`config.mk`:
```
export PLATFORM = sky130hd
export DESIGN_NAME = tmds_channel_rx
export DESIGN_NICKNAME = d
export VERILOG_FILES = /design/src/rtl/tmds_pkg.sv /design/src/rtl/tmds_symbol_decode.sv /design/src/rtl/tmds_channel_rx.sv
export SDC_FILE = /design/constraint.sdc
export NUM_CORES = 1
export LEC_CHECK = 0
export CORE_ASPECT_RATIO = 2
export CORE_MARGIN = 2
export CORE_UTILIZATION = 55
export CTS_CLUSTER_DIAMETER = 150
export DETAILED_ROUTE_END_ITERATION = 10
export HOLD_SLACK_MARGIN = 0.05
export PLACE_DENSITY = 0.86
export SKIP_CTS_REPAIR_TIMING = 1
export SYNTH_ARGS = -nofsm -noshare
export SYNTH_HDL_FRONTEND = slang
export SYNTH_SLANG_ARGS = --single-unit
```
`constraint.sdc`:
```
create_clock -name clk_tmds -period 3.6 [get_ports clk_tmds]
set_input_delay 0.72 -clock clk_tmds [delete_from_list [all_inputs] [get_ports clk_tmds]]
set_output_delay 0.72 -clock clk_tmds [all_outputs]
set_load 0.02 [all_outputs]
```
`src/rtl/tmds_pkg.sv`:
```
// rtl/tmds_pkg.sv - TMDS control token constants, symbol width and receiver state type
package tmds_pkg;

    localparam int TMDS_SYM_W = 10;

    localparam logic [TMDS_SYM_W-1:0] TMDS_CTRL_00 = 10'b1101010100;
    localparam logic [TMDS_SYM_W-1:0] TMDS_CTRL_01 = 10'b0010101011;
    localparam logic [TMDS_SYM_W-1:0] TMDS_CTRL_10 = 10'b0101010100;
    localparam logic [TMDS_SYM_W-1:0] TMDS_CTRL_11 = 10'b1010101011;

    typedef enum logic [1:0] {
        SEARCH = 2'd0,
        VERIFY = 2'd1,
        LOCKED = 2'd2
    } rx_state_t;

endpackage

```
`src/rtl/tmds_symbol_decode.sv`:
```
// rtl/tmds_symbol_decode.sv - combinational 10b->8b TMDS decode with control token match
module tmds_symbol_decode
    import tmds_pkg::*;
(
    input  logic [TMDS_SYM_W-1:0] q,
    output logic [7:0]            data,
    output logic                  is_ctrl,
    output logic [1:0]            ctrl
);

    logic [7:0] d;

    always_comb begin
        d       = q[9] ? ~q[7:0] : q[7:0];
        data    = 8'h00;
        data[0] = d[0];
        // q[8] selects XOR vs XNOR chaining used by the encoder
        for (int i = 1; i < 8; i++) begin
            data[i] = q[8] ? (d[i] ^ d[i-1]) : ~(d[i] ^ d[i-1]);
        end
    end

    always_comb begin
        is_ctrl = 1'b1;
        ctrl    = 2'b00;
        case (q)
            TMDS_CTRL_00: ctrl = 2'b00;
            TMDS_CTRL_01: ctrl = 2'b01;
            TMDS_CTRL_10: ctrl = 2'b10;
            TMDS_CTRL_11: ctrl = 2'b11;
            default:      is_ctrl = 1'b0;
        endcase
    end

endmodule

```
`src/rtl/tmds_channel_rx.sv`:
```
// rtl/tmds_channel_rx.sv - TMDS channel receiver: deserialize, align on control tokens, decode
// Optional statistics counters enabled by TMDS_RX_STATS_EN.
module tmds_channel_rx
    import tmds_pkg::*;
#(
    parameter int LOCK_COUNT = 8,
    parameter int SLIP_LIMIT = 4
) (
    input  logic                  clk_tmds,
    input  logic                  rst_n,
    input  logic                  serial_in,
    output logic                  symbol_valid,
    output logic [TMDS_SYM_W-1:0] symbol,
    output logic [7:0]            data_out,
    output logic                  data_enable,
    output logic [1:0]            control_out,
    output logic                  locked,
    output logic                  slip_event,
    output logic [15:0]           vsync_count,
    output logic [7:0]            unlock_count
);

    localparam logic [3:0] LOCK_CNT = 4'(LOCK_COUNT);
    localparam logic [3:0] SLIP_LIM = 4'(SLIP_LIMIT);

    rx_state_t             state, state_next;
    logic [TMDS_SYM_W-1:0] window;
    logic [3:0]            phase, phase_next;
    logic [3:0]            match_cnt, match_next;
    logic [3:0]            slip_cnt, slip_next, slip_inc;
    logic                  boundary, emit, lose;
    logic                  tok_match;
    logic [1:0]            tok_ctrl;
    logic [7:0]            dec_data;

    tmds_symbol_decode u_decode (
        .q       (window),
        .data    (dec_data),
        .is_ctrl (tok_match),
        .ctrl    (tok_ctrl)
    );

    assign boundary = (phase == 4'd9);

    always_ff @(posedge clk_tmds or negedge rst_n) begin
        if (!rst_n) begin
            state     <= SEARCH;
            phase     <= 4'd0;
            match_cnt <= 4'd0;
            slip_cnt  <= 4'd0;
        end else begin
            state     <= state_next;
            phase     <= phase_next;
            match_cnt <= match_next;
            slip_cnt  <= slip_next;
        end
    end

    always_comb begin
        state_next = state;
        phase_next = boundary ? 4'd0 : phase + 4'd1;
        match_next = match_cnt;
        slip_next  = slip_cnt;
        emit       = 1'b0;
        lose       = 1'b0;
        slip_inc   = (slip_cnt == 4'hF) ? slip_cnt : slip_cnt + 4'd1;
        case (state)
            SEARCH: begin
                if (tok_match) begin
                    phase_next = 4'd0;
                    match_next = 4'd1;
                    state_next = VERIFY;
                end
            end
            VERIFY: begin
                if (boundary) begin
                    if (!tok_match) begin
                        match_next = 4'd0;
                        state_next = SEARCH;
                    end else if (match_cnt + 4'd1 == LOCK_CNT) begin
                        match_next = 4'd0;
                        slip_next  = 4'd0;
                        state_next = LOCKED;
                    end else begin
                        match_next = match_cnt + 4'd1;
                    end
                end
            end
            LOCKED: begin
                if (boundary) begin
                    emit = 1'b1;
                    if (tok_match) slip_next = 4'd0;
                end else if (tok_match) begin
                    // a token seen off-phase means the bit stream has slipped
                    if (slip_inc >= SLIP_LIM) begin
                        slip_next  = 4'd0;
                        lose       = 1'b1;
                        state_next = SEARCH;
                    end else begin
                        slip_next = slip_inc;
                    end
                end
            end
            default: state_next = SEARCH;
        endcase
    end

    always_ff @(posedge clk_tmds or negedge rst_n) begin
        if (!rst_n) begin
            window       <= '0;
            symbol_valid <= 1'b0;
            symbol       <= '0;
            data_out     <= 8'h00;
            data_enable  <= 1'b0;
            control_out  <= 2'b00;
            locked       <= 1'b0;
            slip_event   <= 1'b0;
        end else begin
            window       <= {window[TMDS_SYM_W-2:0], serial_in};
            symbol_valid <= emit;
            slip_event   <= lose;
            locked       <= (state_next == LOCKED);
            if (emit) begin
                symbol <= window;
                if (tok_match) begin
                    data_enable <= 1'b0;
                    control_out <= tok_ctrl;
                end else begin
                    data_enable <= 1'b1;
                    data_out    <= dec_data;
                end
            end
        end
    end

`ifdef TMDS_RX_STATS_EN
    logic [15:0] vsync_q;
    logic [7:0]  unlock_q;

    always_ff @(posedge clk_tmds or negedge rst_n) begin
        if (!rst_n) begin
            vsync_q  <= 16'h0000;
            unlock_q <= 8'h00;
        end else begin
            // control_out still holds the previous token's c1 here
            if (emit && tok_match && tok_ctrl[1] && !control_out[1])
                vsync_q <= vsync_q + 16'd1;
            if (lose && unlock_q != 8'hFF)
                unlock_q <= unlock_q + 8'd1;
        end
    end

    assign vsync_count  = vsync_q;
    assign unlock_count = unlock_q;
`else
    assign vsync_count  = 16'h0000;
    assign unlock_count = 8'h00;
`endif

endmodule
```
Word level (Yosys, flattened, before mapping)
Index checks and enable logic that the tools add are counted.
Storage, ports and cells
  register bits after elaboration: 48
  input port bits: 3
  output and inout bits: 48
Cells by class
  $add $sub $neg: 3
  magnitude comparators: 1
  equality and inequality tests: 15
  muxes and demuxes: 42
  bitwise gates (word level): 16
  reduce and logical (&&, ||, !) cells: 8
Operator list (count)
  $mux W4: 15
  $eq A10 B10 Y1 const B: 2
  $pmux W4 S2: 2
  $mux W1: 15
  $mux W2: 7
  $add A4 B1 Y4 const B: 3
  $eq A4 B4 Y1 const B: 3
  $pmux W2 S3: 2
  $eq A10 B8 Y1 const B: 1
  $eq A10 B9 Y1 const B: 1
  $ne A2 B2 Y1 const B: 5
  $mux W8: 1
  $not A1 Y1: 8
  $not A8 Y8: 1
  $xor A1 B1 Y1: 7
  $reduce_and A5 Y1: 1
  $eq A2 B2 Y1 const B: 2
  $ge A4 B3 Y1 const B: 1
  $reduce_and A2 Y1: 2
  $reduce_bool A2 Y1: 2
  $reduce_or A4 Y1: 1
  $reduce_and A3 Y1: 1
  $eq A2 B1 Y1 const B: 1
  $logic_not A2 Y1: 1

Longest topological paths before layout
  depth after elaboration: 8
  gate-level depth with buffers: 7
  mapped depth without buffers: 7

By module
Synthesis repeated with hierarchy kept, for this count alone.
Second synthesis, totals
  cell total of the unflattened synthesis: 230
  area total of the unflattened synthesis: 2436.1 um^2
By module, submodules not included
  tmds_channel_rx: times used 1, cells each 208, area an instance 2237.1 um^2, sequential area each 1201.2 um^2
  tmds_symbol_decode: times used 1, cells each 22, area an instance 198.9 um^2, sequential area each 0.0 um^2

Worst setup path after synthesis
OpenSTA, ideal clock, no wires.
  path type: register to register
  start: register window[0]
  end: register data_out[0]
  library setup time: 0.125 ns
  arrival: 1.706 ns
  setup slack: 1.770 ns
  stages on the path, launching flop included: 8
  period minus slack after synthesis: 1.830 ns
  cells stage by stage: dfrtp_1 > inv_1 > ha_1 > and4b_1 > nand3_2 > nand2_2 > nor2_2 > mux2_2
Between the ends
  word-level cells in the longest chain between the ends: 5
  elaborated cells on any way between the ends: 10
  classes of those cells: eq/ne: 4; mux: 2; bitwise: 2; reduce/logical: 2
Ends and longest elaborated chain
  from (decl): line tmds_channel_rx.sv:27  | logic [TMDS_SYM_W-1:0] window;
  from (signal assigned): line tmds_channel_rx.sv:119  | window <= {window[TMDS_SYM_W-2:0], serial_in};
  $eq A10 B10 Y1 (tied with other cells): line tmds_symbol_decode.sv:26  | case (q)
  $reduce_or A4 Y1 (no line)
  $mux W1: line tmds_symbol_decode.sv:26
  $not A1 Y1 (no line)
  $reduce_and A2 Y1 (no line)
  to (signal assigned): line tmds_channel_rx.sv:130  | data_out <= dec_data;
  to (decl): line tmds_channel_rx.sv:14  | output logic [7:0] data_out,
Parallel ways exist; a longest one is shown, timed or not.
A chain may end at the register's enable or synchronous reset.

Worst setup path after layout
  start: register state[0]
  end: register data_out[6]
Between the ends
  word-level cells in the longest chain between the ends: 3
Ends and longest elaborated chain
  from (decl): line tmds_channel_rx.sv:26  | rx_state_t state, state_next;
  from (signal assigned): line tmds_channel_rx.sv:52  | state <= state_next;
  $eq A2 B2 Y1: line tmds_channel_rx.sv:67  | case (state)
  $mux W1: line tmds_channel_rx.sv:67
  $reduce_and A2 Y1 (no line)
No other way between the ends.

==> results.md <==
* Status: finished clean
* Die Height at 98.34 um
* Final GP Congestion at 0.9311
* Register-to-Register Path Depth at 4
* Vias per Instance at 5.506
* R2R setup slack at 1.17 ns
* Final wirelength at 4.625 mm
* Initial DRT Pass Iterations at 4
* Leading area contributor after synthesis: dfrtp_1
* Min-delay src: window[7]
* F_max at 410.9 MHz
* Die area at 5032 um2
* Synthesized area at 2447 um2
* Clk buf depth at 2
* CP Data Arrival Time at 2.62 ns
* Share of cells above drive strength 1 at 0.09302
* Crit-path max cell delay at 0.58 ns
* Root Driver: clkbuf_8
* Die W at 51.17 um
* Clock skew at 0.01005 ns
* Vias in the first global route at 1630
* Max-Cap Viols at 0
* Period minus WS final at 2.434 ns
* Core area at 4297 um2
* Clock Latency Late Sink at 0.30 ns
* Yosys Warn Count at 0
* Post-synth EDFFs at 0
* Worst Max-Slew Pin Slew at 1.021 ns
* Slew margin rel. at 0.3196
* Mapped Cells at 232
* Avg Synthesized Cell Area at 10.55 um2
* Number of routed nets with antenna violations at 0
* Worst r2r src: state[0]
* Cell family with most CP delay: simple AND/OR/NAND/NOR gates
* Pwr dens at 400.8 nW/um2
* Count of final setup violators at 0
* First-pass GRT wire length at 7.721 mm
* Worst-path maximum fanout at 26
* Synthesized flop and latch total at 48
* GRT busiest layer: met2
* Post-Route Utilization at 0.6366
* Leak at 1.321 nW
* Post-route insts no fill at 312
* H-tree depth at 2
* Met3 Resource Use GR at 0.03058
* Critical path class: reg -> reg
* Initial DRC count at 43
* # DRC at 0
* Nature of the critical path startpoint: register
* Endpoints failing hold at 0
* RSZ-0062 raised after global routing: no
* Max VDD drop at 347.6 uV
* Worst R2R End: data_out[6]
* Seq/Total Area, Yosys at 0.4908
* Nets at 269
* Final hold slack at 0.4096 ns
* Clock-pin slew on the worst setup and hold paths at 0.08 ns
* Async SR Flop Fraction at 1.000
* Largest cells by area after synthesis: dfrtp_1 49%, buf_4 7.4%, ha_1 4.6%
* Layout Area Growth over Synthesis at 11.76%
* Most common cell after layout, fill and taps aside: dfrtp_1
* CP endpoint kind: register
* Filler instances at 369
* Most frequent cells in the layout: 48 x dfrtp_1, 28 x nand2_1, 25 x clkdlybuf4s50_1
* CTS Buf Count at 5
* # port buffers at 26
* GR Util met2 at 0.3467
* Hold Path Stages at 0
* CTS sink cnt at 48
* Reg area at 1201 um2
* Area of the multi-input gates at 1084 um2
* Hpwl dp at 3.444 mm
* CP Cell Sequence: and2b_1, nand2_1, nor2_2, mux2_2
* Critical-path top delay cell: nor2_2
* Slew Limit Fails at 0
* Met1 track demand over resource at 0.2305
* Initial Utilization at 0.5696
* Number of different library cells in the post-synthesis netlist at 54
* Largest net degree at the start of global routing at 49
* Ys flop type: dfrtp_1
* Drt wl/cell at 14.82 um
* GRT Overall Usage at 0.2039
* Worst hold path class: reg -> reg
* Vias at 1718
* # diodes at 0
* Initial antenna violation count at 0
* Placed cell count at 304
* DP Area at 2641 um2
* Final setup TNS at 0 ns
* Post-synth top area share at 0.4908
* Standard-cell rows at 34
* CTS tree: yes
* Hold Crit Endpoint: window[8]
* Worst path required time at 3.79 ns
* Grt total ovfl at 0
* IO Pins at 51
* CP Buf/Inv Count at 0
* Finished Cell Area at 2735 um2
* Final critical-path share of the clock period at 0.6760
## power breakdown
group	total (mW)	leakage, nW	internal (mW)	switching (mW)
Combinational	0.156	0.640	0.0614	0.0945
Clock	0.328	0.0445	0.156	0.172
Sequential	0.612	0.637	0.567	0.0453
## metal layers
layer  share of wire  wire length [um]
met1            0.37              1715
met2            0.56              2574
met3           0.034               155
met4           0.039               180
met5               0                 0
## how the worst max path moves through the flow
stage               from          end  slack (ns)  cells past startpoint
2_1_floorplan  window[0]  data_out[0]        1.77                      7
3_3_place_gp    state[0]  data_out[2]        1.33                      4
3_5_place_dp    state[0]  data_out[3]        1.21                      4
4_1_cts         state[0]  data_out[7]        1.19                      4
5_1_grt         state[0]  data_out[5]        0.99                      4
6_report        state[0]  data_out[6]        1.17                      4
## metrics by stage
step	setup WS, ns	power [mW]
after global routing	0.9933	1.161
after global placement	1.331	0.7679
final	1.167	1.096
after detailed placement	1.205	0.7769
after floorplan	1.770	0.7580
after CTS	1.190	1.107
## flip-flops by register name, summed over array words and instances, names as in the netlist
name	cells
state	2
locked	1
symbol	10
data_enable	1
phase	4
control_out	2
slip_event	1
slip_cnt	4
symbol_valid	1
match_cnt	4
data_out	8
window	10
## area by class of cell
class,count,area share
tap,54,0.02470
clock buffer,7,0.03156
inverter,9,0.01235
timing repair buffer,26,0.09332
clock inverter,1,0.002745
multi-input combinational,167,0.3962
sequential,48,0.4392
## cells by family (layout without fill, tap and decap cells)
group | after synthesis | in the layout | share of synthesized area
muxes | 10 | 10 | 0.04499
and+or+nand+nor | 68 | 68 | 0.1524
adders and majority gates | 9 | 9 | 0.04601
AOI/OAI and AO/OA | 44 | 44 | 0.1196
DFF | 48 | 48 | 0.4908
xor gates and xnor gates | 12 | 12 | 0.04294
buffers and inverters | 40 | 43 | 0.1017
other | 1 | 24 | 0.001532
## cells in the mapped netlist, drive strengths merged (4+ instances only)
cell	number
xor2	5
dfrtp	48
o21ai	15
ha	9
clkbuf	5
and2	4
inv	9
nor2	11
buf	26
nand2	29
xnor2	7
nand3	5
mux2	8
a21oi	7
## worst register-to-register path, cell delays in order (launching register included)
cell	delay (ns)
dfrtp_1	0.53
and2b_1	0.35
nand2_1	0.46
nor2_2	0.59
mux2_2	0.40
Power figures use the tool's default switching activity.
